`src/rtl/rto_time_controller.sv`:
```
// rto_time_controller
//   Timebase generator for the RTO cores and the TTLx8 output stage. It owns the shared
//   counter and emits a one-cycle auto_start strobe whenever the timebase enters RUNNING.
//   Commands (LOAD/START/STOP/CLEAR) arrive over a valid/ready port. START carries an arm
//   delay, so several boards can begin counting on a common cycle.
//
// Ports
//   clk         system clock
//   reset       synchronous, active-high reset
//   cmd_valid   command present
//   cmd_ready   command accepted when cmd_valid && cmd_ready
//   cmd_op      0=LOAD, 1=START, 2=STOP, 3=CLEAR
//   cmd_data    LOAD: new counter value; START: arm delay in [DELAY_WIDTH-1:0]
//   counter     timebase to the RTO cores
//   auto_start  one-cycle strobe on entry to RUNNING
//   running     high while in RUNNING
//   state       0=IDLE, 1=ARMED, 2=RUNNING, 3=PAUSED
//   cmd_error   one-cycle pulse on an illegal command
//   wrap_error  sticky, set when the counter wraps; cleared by reset or CLEAR
module rto_time_controller #(
  parameter int unsigned COUNTER_WIDTH = 64,
  parameter int unsigned DELAY_WIDTH   = 32
) (
  input  logic                     clk,
  input  logic                     reset,
  input  logic                     cmd_valid,
  output logic                     cmd_ready,
  input  logic [1:0]               cmd_op,
  input  logic [63:0]              cmd_data,
  output logic [COUNTER_WIDTH-1:0] counter,
  output logic                     auto_start,
  output logic                     running,
  output logic [1:0]               state,
  output logic                     cmd_error,
  output logic                     wrap_error
);

  typedef enum logic [1:0] {
    StIdle    = 2'd0,
    StArmed   = 2'd1,
    StRunning = 2'd2,
    StPaused  = 2'd3
  } state_e;

  localparam logic [1:0] OpLoad  = 2'd0;
  localparam logic [1:0] OpStart = 2'd1;
  localparam logic [1:0] OpStop  = 2'd2;
  localparam logic [1:0] OpClear = 2'd3;

  state_e                   state_q, state_d;
  logic [COUNTER_WIDTH-1:0] counter_q, counter_d;
  logic [DELAY_WIDTH-1:0]   delay_q, delay_d;
  logic                     auto_start_q, auto_start_d;
  logic                     running_q;
  logic                     cmd_error_q, cmd_error_d;
  logic                     wrap_error_q, wrap_error_d;
  logic                     cmd_ready_q;

  logic                     accept;
  logic                     idle_or_paused;
  logic [DELAY_WIDTH-1:0]   cmd_delay;

  // Upper cmd_data bits are ignored for START and for narrow counters.
  logic unused_cmd_data;
  assign unused_cmd_data = ^cmd_data;

  assign accept         = cmd_valid && cmd_ready_q;
  assign idle_or_paused = (state_q == StIdle) || (state_q == StPaused);
  assign cmd_delay      = cmd_data[DELAY_WIDTH-1:0];

  always_comb begin
    state_d      = state_q;
    counter_d    = counter_q;
    delay_d      = delay_q;
    auto_start_d = 1'b0;
    cmd_error_d  = 1'b0;
    wrap_error_d = wrap_error_q;

    // Autonomous progress; an accepted command below may override it.
    unique case (state_q)
      StArmed: begin
        if (delay_q == '0) begin
          state_d      = StRunning;
          auto_start_d = 1'b1;
        end else begin
          delay_d = delay_q - DELAY_WIDTH'(1);
        end
      end
      StRunning: begin
        counter_d = counter_q + COUNTER_WIDTH'(1);
        if (&counter_q) begin
          wrap_error_d = 1'b1;
        end
      end
      default: ;
    endcase

    if (accept) begin
      unique case (cmd_op)
        OpLoad: begin
          if (idle_or_paused) begin
            counter_d = cmd_data[COUNTER_WIDTH-1:0];
          end else begin
            cmd_error_d = 1'b1;
          end
        end
        OpStart: begin
          if (idle_or_paused) begin
            if (cmd_delay == '0) begin
              state_d      = StRunning;
              auto_start_d = 1'b1;
            end else begin
              state_d = StArmed;
              delay_d = cmd_delay - DELAY_WIDTH'(1);
            end
          end else begin
            cmd_error_d = 1'b1;
          end
        end
        OpStop: begin
          // Freeze the counter and cancel any pending arm, including one expiring now.
          if (!idle_or_paused) begin
            state_d      = StPaused;
            counter_d    = counter_q;
            delay_d      = '0;
            auto_start_d = 1'b0;
            wrap_error_d = wrap_error_q;
          end
        end
        OpClear: begin
          state_d      = StIdle;
          counter_d    = '0;
          delay_d      = '0;
          auto_start_d = 1'b0;
          wrap_error_d = 1'b0;
        end
        default: ;
      endcase
    end
  end

  always_ff @(posedge clk) begin
    if (reset) begin
      state_q      <= StIdle;
      counter_q    <= '0;
      delay_q      <= '0;
      auto_start_q <= 1'b0;
      running_q    <= 1'b0;
      cmd_error_q  <= 1'b0;
      wrap_error_q <= 1'b0;
      cmd_ready_q  <= 1'b0;
    end else begin
      state_q      <= state_d;
      counter_q    <= counter_d;
      delay_q      <= delay_d;
      auto_start_q <= auto_start_d;
      running_q    <= (state_d == StRunning);
      cmd_error_q  <= cmd_error_d;
      wrap_error_q <= wrap_error_d;
      cmd_ready_q  <= 1'b1;
    end
  end

  assign counter    = counter_q;
  assign auto_start = auto_start_q;
  assign running    = running_q;
  assign state      = state_q;
  assign cmd_error  = cmd_error_q;
  assign wrap_error = wrap_error_q;
  assign cmd_ready  = cmd_ready_q;

endmodule

```
`config.mk`:
```
export PLATFORM = sky130hd
export DESIGN_NAME = rto_time_controller
export DESIGN_NICKNAME = d
export VERILOG_FILES = /design/src/rtl/rto_time_controller.sv
export SDC_FILE = /design/constraint.sdc
export NUM_CORES = 1
export LEC_CHECK = 0
export CAP_MARGIN = 20
export CELL_PAD_IN_SITES_DETAIL_PLACEMENT = 1
export CELL_PAD_IN_SITES_GLOBAL_PLACEMENT = 2
export CORE_MARGIN = 1
export CORE_UTILIZATION = 25
export CTS_CLUSTER_SIZE = 12
export DETAILED_ROUTE_END_ITERATION = 10
export GPL_TIMING_DRIVEN = 0
export PLACE_DENSITY_LB_ADDON = 0.15
export SYNTH_ARGS = -nofsm -noshare
export SYNTH_HDL_FRONTEND = slang
export SYNTH_SLANG_ARGS = --single-unit
export TNS_END_PERCENT = 5
```
`constraint.sdc`:
```
create_clock -name clk -period 3.01 [get_ports clk]
set_input_delay 0.602 -clock clk [delete_from_list [all_inputs] [get_ports clk]]
set_output_delay 0.602 -clock clk [all_outputs]
set_load 0.05 [all_outputs]
```
==> impl_metrics.py, run 1 <==
metrics = {
    "routing": {
        "top_layer": "met4",
        "wl_per_cell_um": 23.6,
        "drtIter0Drc": 487,
        "route.met2.wl_um": 15500,
        "first_pass_iters": 5,
        "wl_met1_um": 15600,
        "wl_met3_um": 1150,
        "wl_um": 32800,
        "routed_via_density": 5.58,
        "ant_nets": 0,
        "route.detailed.drc": 0,
        "vias": 7768,
    },
    "final_layout": {
        "fin_cells": 1392,
        "utilization": 0.350,
        "drive_gt1_frac": 0.0861,
        "fin_nets": 1131,
        "antennaDiodeCount": 0,
        "fin_area_um2": 9210,
        "area_growth_pct": 35.5,
    },
    "run_status": {
        "outcome": "finished, final reports clean",
    },
    "timing": {
        "finalHoldViolCount": 0,
        "post-route-period-util": 0.986,
        "clock.fmax_mhz": 337,
        "finClkSkew_ns": 0.0142,
        "drv_slew": 0,
        "slew_headroom": 0.239,
        "tightest_slew_ns": 1.14,
        "setup_viol": 0,
        "holdWs_ns": 0.517,
        "rsz0062_at_grt": "yes",
        "min_period_ns": 2.97,
        "fin_ws_ns": 0.0409,
        "finalSetupTns_ns": 0,
    },
    "cts": {
        "cts.clk_slew.worst_paths_ns": 0.07,
        "cts_root_buf": "clkbuf_16",
        "htree_num_levels": 3,
        "cts_buffers": 9,
        "clockBufferDepth": 2,
        "clock-sinks": 103,
        "clkLatencyLatePin_ns": 0.36,
        "cts_tree": "built",
    },
    "power": {
        "total_power_mw": 3.60,
        "p_leak_nw": 2.95,
        "vdd_drop_max_v": 0.000253,
        "power_per_cell_area_nw_per_um2": 391,
    },
    "setup_path": {
        "worstPathRequired_ns": 3.31,
        "cp.arrival_ns": 3.27,
        "worstPathMaxFanout": 7,
        "start_kind": "register",
        "endpoint_kind": "register",
        "critPathKind": "reg2reg",
    },
    "logic_synthesis": {
        "synth.avg_cell_area_um2": 7.60,
        "synthFlopType": "dfxtp_1",
        "ys_top_cells_by_area": "dfxtp_1 (30%), nand2_1 (5.6%), xor2_1 (4.8%)",
        "synth_edf_count": 0,
        "ys_seq_area_frac": 0.303,
        "yosys_warnings": 0,
        "synthTopCellsByCount": "dfxtp_1 (103), nand2_1 (102), nor2_1 (64), o21ai_0 (55), clkbuf_1 (43)",
        "syn_inst": 895,
        "synth_most_common_cell": "dfxtp_1",
        "netlist_area_um2": 6800,
        "synth_seq_cells": 103,
        "synth_top_area_share": 0.303,
        "synth.distinct_cells": 63,
        "yosys.area.top_type": "dfxtp_1",
        "synthArstFlopShare": 0,
        "syn_nets": 974,
    },
    "floorplanning": {
        "start_util": 0.258,
        "die-width_um": 167,
        "core_area_um2": 26400,
        "die_area_um2": 27900,
        "ioPinCount": 140,
        "die_h_um": 167,
        "rows": 59,
    },
    "place": {
        "place_worst_setup_slack_ns": -1.26,
        "numPortBuffers": 138,
        "postPlaceCellArea_um2": 8610,
        "place_inst": 1369,
        "place_hpwl_um": 25200,
        "gp_congestion": 0.836,
    },
    "job": {
        "cap_violations": 0,
    },
    "global_route": {
        "grt_pass1_wl_um": 49500,
        "grt_max_degree": 17,
        "globalRoute.totalOverflow": 0,
        "track_usage": 0.235,
        "antenna_found_initial": 1,
        "grt_pass1_vias": 7815,
    },
    "worst_hold_path": {
        "min_path_type": "reg2reg",
    },
}
==> critical path, cell delays in order, from the launching register on <==
cell	delay, ns
dfxtp_1	0.39
inv_1	0.18
ha_4	0.21
nand4_1	0.16
or2_2	0.31
clkbuf_2	0.19
or4_4	0.59
or2_4	0.31
or4_1	0.48
nand3_1	0.09
==> state kept, by name, summed over array words and instances, names as in the netlist <==
name / flops
auto_start: 1
cmd_error: 1
cmd_ready: 1
counter: 64
delay_q: 32
running: 1
state: 2
wrap_error: 1
==> cell usage in the layout (no fill, tap or decap), drive strengths merged, types with 5 or more instances in the layout <==
cell and instances:
nor4 25, o31ai 15, a32o 6, o22ai 36, o311ai 7, a21o 9, ha 10, clkbuf 48
o41ai 5, a21oi 34, nand3b 6, nor4b 7, or4 17, nand2b 6, a22oi 29, a31oi 11
nand3 41, buf 21, clkdlybuf4s50 138, or2 5, o21ai 56, dfxtp 103, inv 21, nor3 34
nand4 36, and3 17, nor2 64, nand2 102, or3 13, nand4b 5, xor2 37, and2 8
xnor2 28, and4 9, a22o 6
==> logic make-up after synthesis <==
group,count (synthesis),synth area share
AND/OR/NAND/NOR,400,0.312
AO/OA/AOI/OAI,242,0.235
multiplexers,5,0.00755
XOR/XNOR,65,0.0837
adder cells (fa/ha/maj),10,0.0184
buffers and inverters,70,0.0396
flip-flops,103,0.303
==> power by group <==
group          internal, mW  switching (mW)  leakage [nW]
Sequential             1.41          0.0710         0.835
Clock                 0.695           0.593         0.145
Combinational         0.296           0.535          1.97
Total                  2.40            1.20          2.95
==> per-layer routing <==
metal / vias up / global-route usage
met5: - / 0
met4: 0 / 0.0584
met3: 32 / 0.0316
met2: 156 / 0.391
met1: 3862 / 0.317
li1: 3718 / -
==> path summary, 6_finish.rpt <==
check	startpoint	to	slack [ns]	cells after the start
max	state[0]	counter[61]	0.04	9
min reg2reg	counter[54]	counter[54]	0.52	2
max reg2reg	state[0]	counter[61]	0.04	9
min	counter[54]	counter[54]	0.52	2
==> timing repair <==
item                                   in CTS  in global routing
pin swaps                                   3                  3
endpoints found under the hold margin       0                  0
resized for setup                          42                 26
buffers inserted                            4                  5
hold buffers                                0                  0
setup endpoints to repair                  84                 73
==> area by class of cell <==
| cell class | count | area (µm²) |
|---|---|---|
| fill | 3163 | 17100 |
| multi-input combinational | 722 | 4670 |
| sequential | 103 | 2060 |
| timing repair buffer | 148 | 1460 |
| tap | 335 | 419 |
| clock buffer | 12 | 256 |
| buffer | 47 | 215 |
| inverter | 21 | 78.8 |
| clock inverter | 4 | 53.8 |
(Power assumes the default switching activity.)
==> run 2, diff against run 1 <==
--- a/config.mk
+++ b/config.mk
@@ -14,6 +14,7 @@
 export DETAILED_ROUTE_END_ITERATION = 10
 export GPL_TIMING_DRIVEN = 0
 export PLACE_DENSITY_LB_ADDON = 0.15
+export SLEW_MARGIN = 20
 export SYNTH_ARGS = -nofsm -noshare
 export SYNTH_HDL_FRONTEND = slang
 export SYNTH_SLANG_ARGS = --single-unit
==> impl_metrics.py, run 2 (synthesis results as in run 1) <==
metrics = {
    "run_status": {
        "outcome": "finished, final reports clean",
    },
    "global_route": {
        "globalRoute.totalOverflow": 0,
        "grt_max_degree": 17,
        "grt_pass1_vias": 7833,
        "antenna_found_initial": 0,
        "track_usage": 0.237,
        "grt_pass1_wl_um": 49900,
    },
    "timing": {
        "clock.fmax_mhz": 337,
        "setup_viol": 0,
        "min_period_ns": 2.96,
        "post-route-period-util": 0.985,
        "rsz0062_at_grt": "yes",
        "drv_slew": 0,
        "tightest_slew_ns": 1.14,
        "slew_headroom": 0.239,
        "finalSetupTns_ns": 0,
        "finalHoldViolCount": 0,
        "finClkSkew_ns": 0.0189,
    },
    "cts": {
        "cts.clk_slew.worst_paths_ns": 0.07,
        "cts_root_buf": "clkbuf_16",
        "cts_buffers": 9,
        "clkLatencyLatePin_ns": 0.37,
        "clockBufferDepth": 2,
        "htree_num_levels": 3,
        "postCtsHoldBufs": 0,
        "clock-sinks": 103,
        "cts_tree": "built",
    },
    "final_layout": {
        "fin_nets": 1130,
        "antennaDiodeCount": 0,
        "most-common-layout-cells": "clkdlybuf4s50_1 (138), dfxtp_1 (102), nand2_1 (100), nor2_1 (59), o21ai_0 (55)",
        "fin_area_um2": 9240,
        "area_growth_pct": 35.9,
        "final_common_cell": "clkdlybuf4s50_1",
        "largest_register_ffs": 64,
        "drive_gt1_frac": 0.0871,
        "fill_cells": 3151,
        "fin_cells": 1391,
    },
    "setup_path": {
        "endpoint_kind": "register",
        "start_kind": "input pin",
        "critPathLaunch": "cmd_op[0]",
        "worstPathMaxFanout": 10,
        "cp.arrival_ns": 3.19,
        "worstReg2RegStart": "delay_q[3]",
        "critPathKind": "in2reg",
        "rrSetupSlack_ns": 0.06,
        "worstPathRequired_ns": 3.24,
    },
    "floorplanning": {
        "start_util": 0.258,
        "die-width_um": 167,
        "core_area_um2": 26400,
        "rows": 59,
        "die_h_um": 167,
        "die_area_um2": 27900,
        "ioPinCount": 140,
    },
    "routing": {
        "wl_um": 33300,
        "wl_met1_um": 15600,
        "vias": 7900,
        "route.detailed.drc": 0,
        "top_layer": "met4",
        "routed_via_density": 5.68,
        "wl_per_cell_um": 23.9,
        "first_pass_iters": 5,
        "route.met2.wl_um": 15900,
        "drtIter0Drc": 535,
        "ant_nets": 0,
        "wl_met3_um": 1210,
    },
    "place": {
        "place_hpwl_um": 25200,
        "postPlaceCellArea_um2": 8600,
        "place_inst": 1368,
        "numPortBuffers": 138,
        "gp_congestion": 0.836,
    },
    "job": {
        "cap_violations": 0,
    },
    "power": {
        "p_leak_nw": 2.93,
        "power_per_cell_area_nw_per_um2": 392,
        "vdd_drop_max_v": 0.000239,
    },
    "worst_hold_path": {
        "min_from": "counter[54]",
        "min_path_type": "reg2reg",
    },
}
==> run 2: changes by cell type in the layout (fill, tap and decap cells not counted), sizes merged <==
cell	previous run	this run
clkbuf	48	50
buf	21	18
==> run 2: critical path, cell delays in order <==
cell	delay, ns
clkdlybuf4s50_1	0.56
inv_1	0.11
ha_1	0.37
a21o_1	0.19
a21oi_1	0.32
clkbuf_1	0.58
o21ai_0	0.20
a22oi_1	0.21
nor2_1	0.05
==> run 2: final cells by class <==
| class | count | area (µm²) | area share |
|---|---|---|---|
| clock inverters | 4 | 53.8 | 0.00582 |
| multi-input cells | 722 | 4690 | 0.508 |
| repair buffers | 147 | 1460 | 0.158 |
| clock buffers | 12 | 256 | 0.0278 |
| inverters | 21 | 78.8 | 0.00853 |
| flip-flops and latches | 103 | 2060 | 0.223 |
| well taps | 335 | 419 | 0.0454 |
| plain buffers | 47 | 215 | 0.0233 |
==> run 2: routing by layer <==
metal  track usage  vias to the layer above
met5             0                        -
met4        0.0688                        0
met3        0.0288                       35
met2         0.393                      181
met1         0.321                     3979
li1              -                     3705
==> run 2: path summary, 6_finish.rpt <==
path	endpoint	depth (start not counted)
worst min register to register	counter[54]	2
worst max register to register	delay_q[14]	7
worst max-delay path	counter[23]	9
worst min-delay path	counter[54]	2
==> run 2: what timing repair did <==
item                                    4_1_cts  5_1_grt
pin swaps                                     3        4
setup buffers                                 5        4
endpoints found under the setup margin       86       73
resized for setup                            43       25
==> run 2: report_power, final <==
group / internal (mW) / switching [mW] / total [mW]
Combinational: 0.301 / 0.545 / 0.846
Sequential: 1.41 / 0.0727 / 1.48
Clock: 0.695 / 0.600 / 1.30
==> run 2: per-stage QoR <==
step | hold slack [ns] | setup slack [ns] | total power, mW | utilization
after floorplan | 0.521 | 0.0246 | 1.94 | -
after detailed placement | 0.502 | -1.26 | 2.32 | 0.326
after global routing | 0.538 | -0.0954 | 3.76 | 0.351
after global placement | 0.504 | -1.42 | 2.32 | 0.326
after CTS | 0.518 | -0.0565 | 3.64 | 0.345
final | 0.515 | 0.0457 | 3.62 | 0.351
==> run 3, diff against run 2 <==
--- a/config.mk
+++ b/config.mk
@@ -14,6 +14,7 @@
 export DETAILED_ROUTE_END_ITERATION = 10
 export GPL_TIMING_DRIVEN = 0
 export PLACE_DENSITY_LB_ADDON = 0.15
+export SKIP_LAST_GASP = 1
 export SLEW_MARGIN = 20
 export SYNTH_ARGS = -nofsm -noshare
 export SYNTH_HDL_FRONTEND = slang
==> impl_metrics.py, run 3 (synthesis results as in run 1) <==
metrics = {
    "run_status": {
        "outcome": "finished, final reports clean",
    },
    "final_layout": {
        "fin_area_um2": 9210,
        "final_common_cell": "clkdlybuf4s50_1",
        "fin_nets": 1130,
        "largest_register_ffs": 64,
        "antennaDiodeCount": 0,
        "most-common-layout-cells": "clkdlybuf4s50_1 (138), dfxtp_1 (103), nand2_1 (101), nor2_1 (59), o21ai_0 (55)",
        "drive_gt1_frac": 0.0824,
        "area_growth_pct": 35.5,
    },
    "power": {
        "clock_power_share": 0.359,
        "p_leak_nw": 2.93,
        "vdd_drop_max_v": 0.000239,
        "internal_power_mw": 2.40,
        "p_switching_mw": 1.22,
        "comb_power_share": 0.232,
        "sw_frac_of_total": 0.336,
        "power_per_cell_area_nw_per_um2": 393,
        "pwr-share-seq": 0.410,
    },
    "floorplanning": {
        "die_area_um2": 27900,
        "die_h_um": 167,
        "core_area_um2": 26400,
        "start_util": 0.258,
        "ioPinCount": 140,
        "die-width_um": 167,
        "rows": 59,
    },
    "setup_path": {
        "r2r_cells": 7,
        "critPathKind": "reg2reg",
        "timing.rr.end": "delay_q[14]",
        "cp.arrival_ns": 3.27,
        "start_kind": "register",
        "worstPathRequired_ns": 3.27,
        "worstReg2RegStart": "delay_q[3]",
        "worstPathMaxFanout": 8,
        "endpoint_kind": "register",
        "rrSetupSlack_ns": 0.004,
    },
    "place": {
        "postPlaceCellArea_um2": 8600,
        "place_hpwl_um": 25200,
        "numPortBuffers": 138,
        "gp_congestion": 0.836,
    },
    "global_route": {
        "antenna_found_initial": 0,
        "use_met3": 0.0288,
        "use_met1": 0.323,
        "grt_max_degree": 17,
        "grt_pass1_vias": 7818,
        "globalRoute.totalOverflow": 0,
        "gr-usage-met2": 0.392,
        "track_usage": 0.238,
        "grt_pass1_wl_um": 50000,
        "busiest_layer": "met2",
    },
    "timing": {
        "slew_headroom": 0.276,
        "min_period_ns": 3.01,
        "setup_viol": 0,
        "finalHoldViolCount": 0,
        "post-route-period-util": 0.999,
        "finalSetupTns_ns": 0,
        "tightest_slew_ns": 1.08,
        "finClkSkew_ns": 0.0190,
        "clock.fmax_mhz": 333,
        "rsz0062_at_grt": "yes",
        "drv_slew": 0,
    },
    "cts": {
        "cts_buffers": 9,
        "cts_root_buf": "clkbuf_16",
        "htree_num_levels": 3,
        "clkLatencyLatePin_ns": 0.37,
        "cts.clk_slew.worst_paths_ns": 0.07,
        "clock-sinks": 103,
        "clockBufferDepth": 2,
        "cts_tree": "built",
    },
    "worst_hold_path": {
        "min_path_type": "reg2reg",
        "holdPathEnd": "counter[54]",
        "min_delay_path_depth": 2,
        "min_from": "counter[54]",
    },
    "routing": {
        "first_pass_iters": 5,
        "routed_via_density": 5.65,
        "ant_nets": 0,
        "wl_um": 33200,
        "drtIter0Drc": 588,
        "vias": 7858,
        "wl_per_cell_um": 23.9,
        "route.detailed.drc": 0,
    },
    "job": {
        "cap_violations": 0,
    },
}
## run 3: through the flow
step            util  setup slack (ns)  power [mW]  cells  hold slack [ns]
6_report       0.349           0.00371        3.62   1391            0.515
5_1_grt        0.349           -0.0941        3.75   1391            0.538
4_1_cts        0.344            -0.160        3.63   1389            0.518
3_5_place_dp   0.326             -1.26        2.32   1368            0.502
3_3_place_gp   0.326             -1.42        2.32   1368            0.504
2_1_floorplan      -            0.0246        1.94    895            0.521
## run 3: timing repair
item / CTS / global route
resized for setup: 31 / 35
pin swaps: 3 / 4
hold buffers: 0 / 0
buffers inserted: 5 / 5
setup endpoints to repair: 86 / 84
## run 3: worst max-delay path by stage
| stage | from | end | cells after the start |
|---|---|---|---|
| 2_1_floorplan | state[1] | counter[61] | 8 |
| 3_3_place_gp | cmd_op[0] | counter[9] | 10 |
| 3_5_place_dp | cmd_data[10] | delay_q[8] | 8 |
| 4_1_cts | cmd_op[0] | counter[9] | 10 |
| 5_1_grt | cmd_data[0] | state[1] | 10 |
| 6_report | delay_q[3] | delay_q[14] | 7 |
## run 3: power by group through the flow
| stage | registers [mW] | logic [mW] | clock network [mW] |
|---|---|---|---|
| global route | 1.49 | 0.893 | 1.36 |
| global placement | 1.51 | 0.810 | 0 |
| CTS | 1.48 | 0.825 | 1.33 |
| detailed placement | 1.51 | 0.811 | 0 |
| floorplan | 1.60 | 0.341 | 0 |
| finish | 1.48 | 0.838 | 1.30 |
## run 3: layout make-up
type,instances,area [µm²]
Sequential cell,103,2060
Clock buffer,12,256
Buffer,46,208
Fill cell,3158,17100
Timing Repair Buffer,148,1460
Clock inverter,4,53.8
Multi-Input combinational cell,722,4670
Tap cell,335,419
Inverter,21,78.8
## run 3: worst max-delay path, stage by stage, from the launching register on
cell	delay [ns]
dfxtp_1	0.35
or4_1	0.52
clkbuf_1	0.22
nor4b_1	0.56
nand3_1	0.43
a31o_2	0.38
a21o_1	0.18
a221oi_1	0.27
## run 3: per-layer routing
layer | vias up | routed length [µm]
li1 | 3708 | -
met1 | 3939 | 15600
met2 | 172 | 15600
met3 | 39 | 1170
met4 | 0 | 756
met5 | - | 0
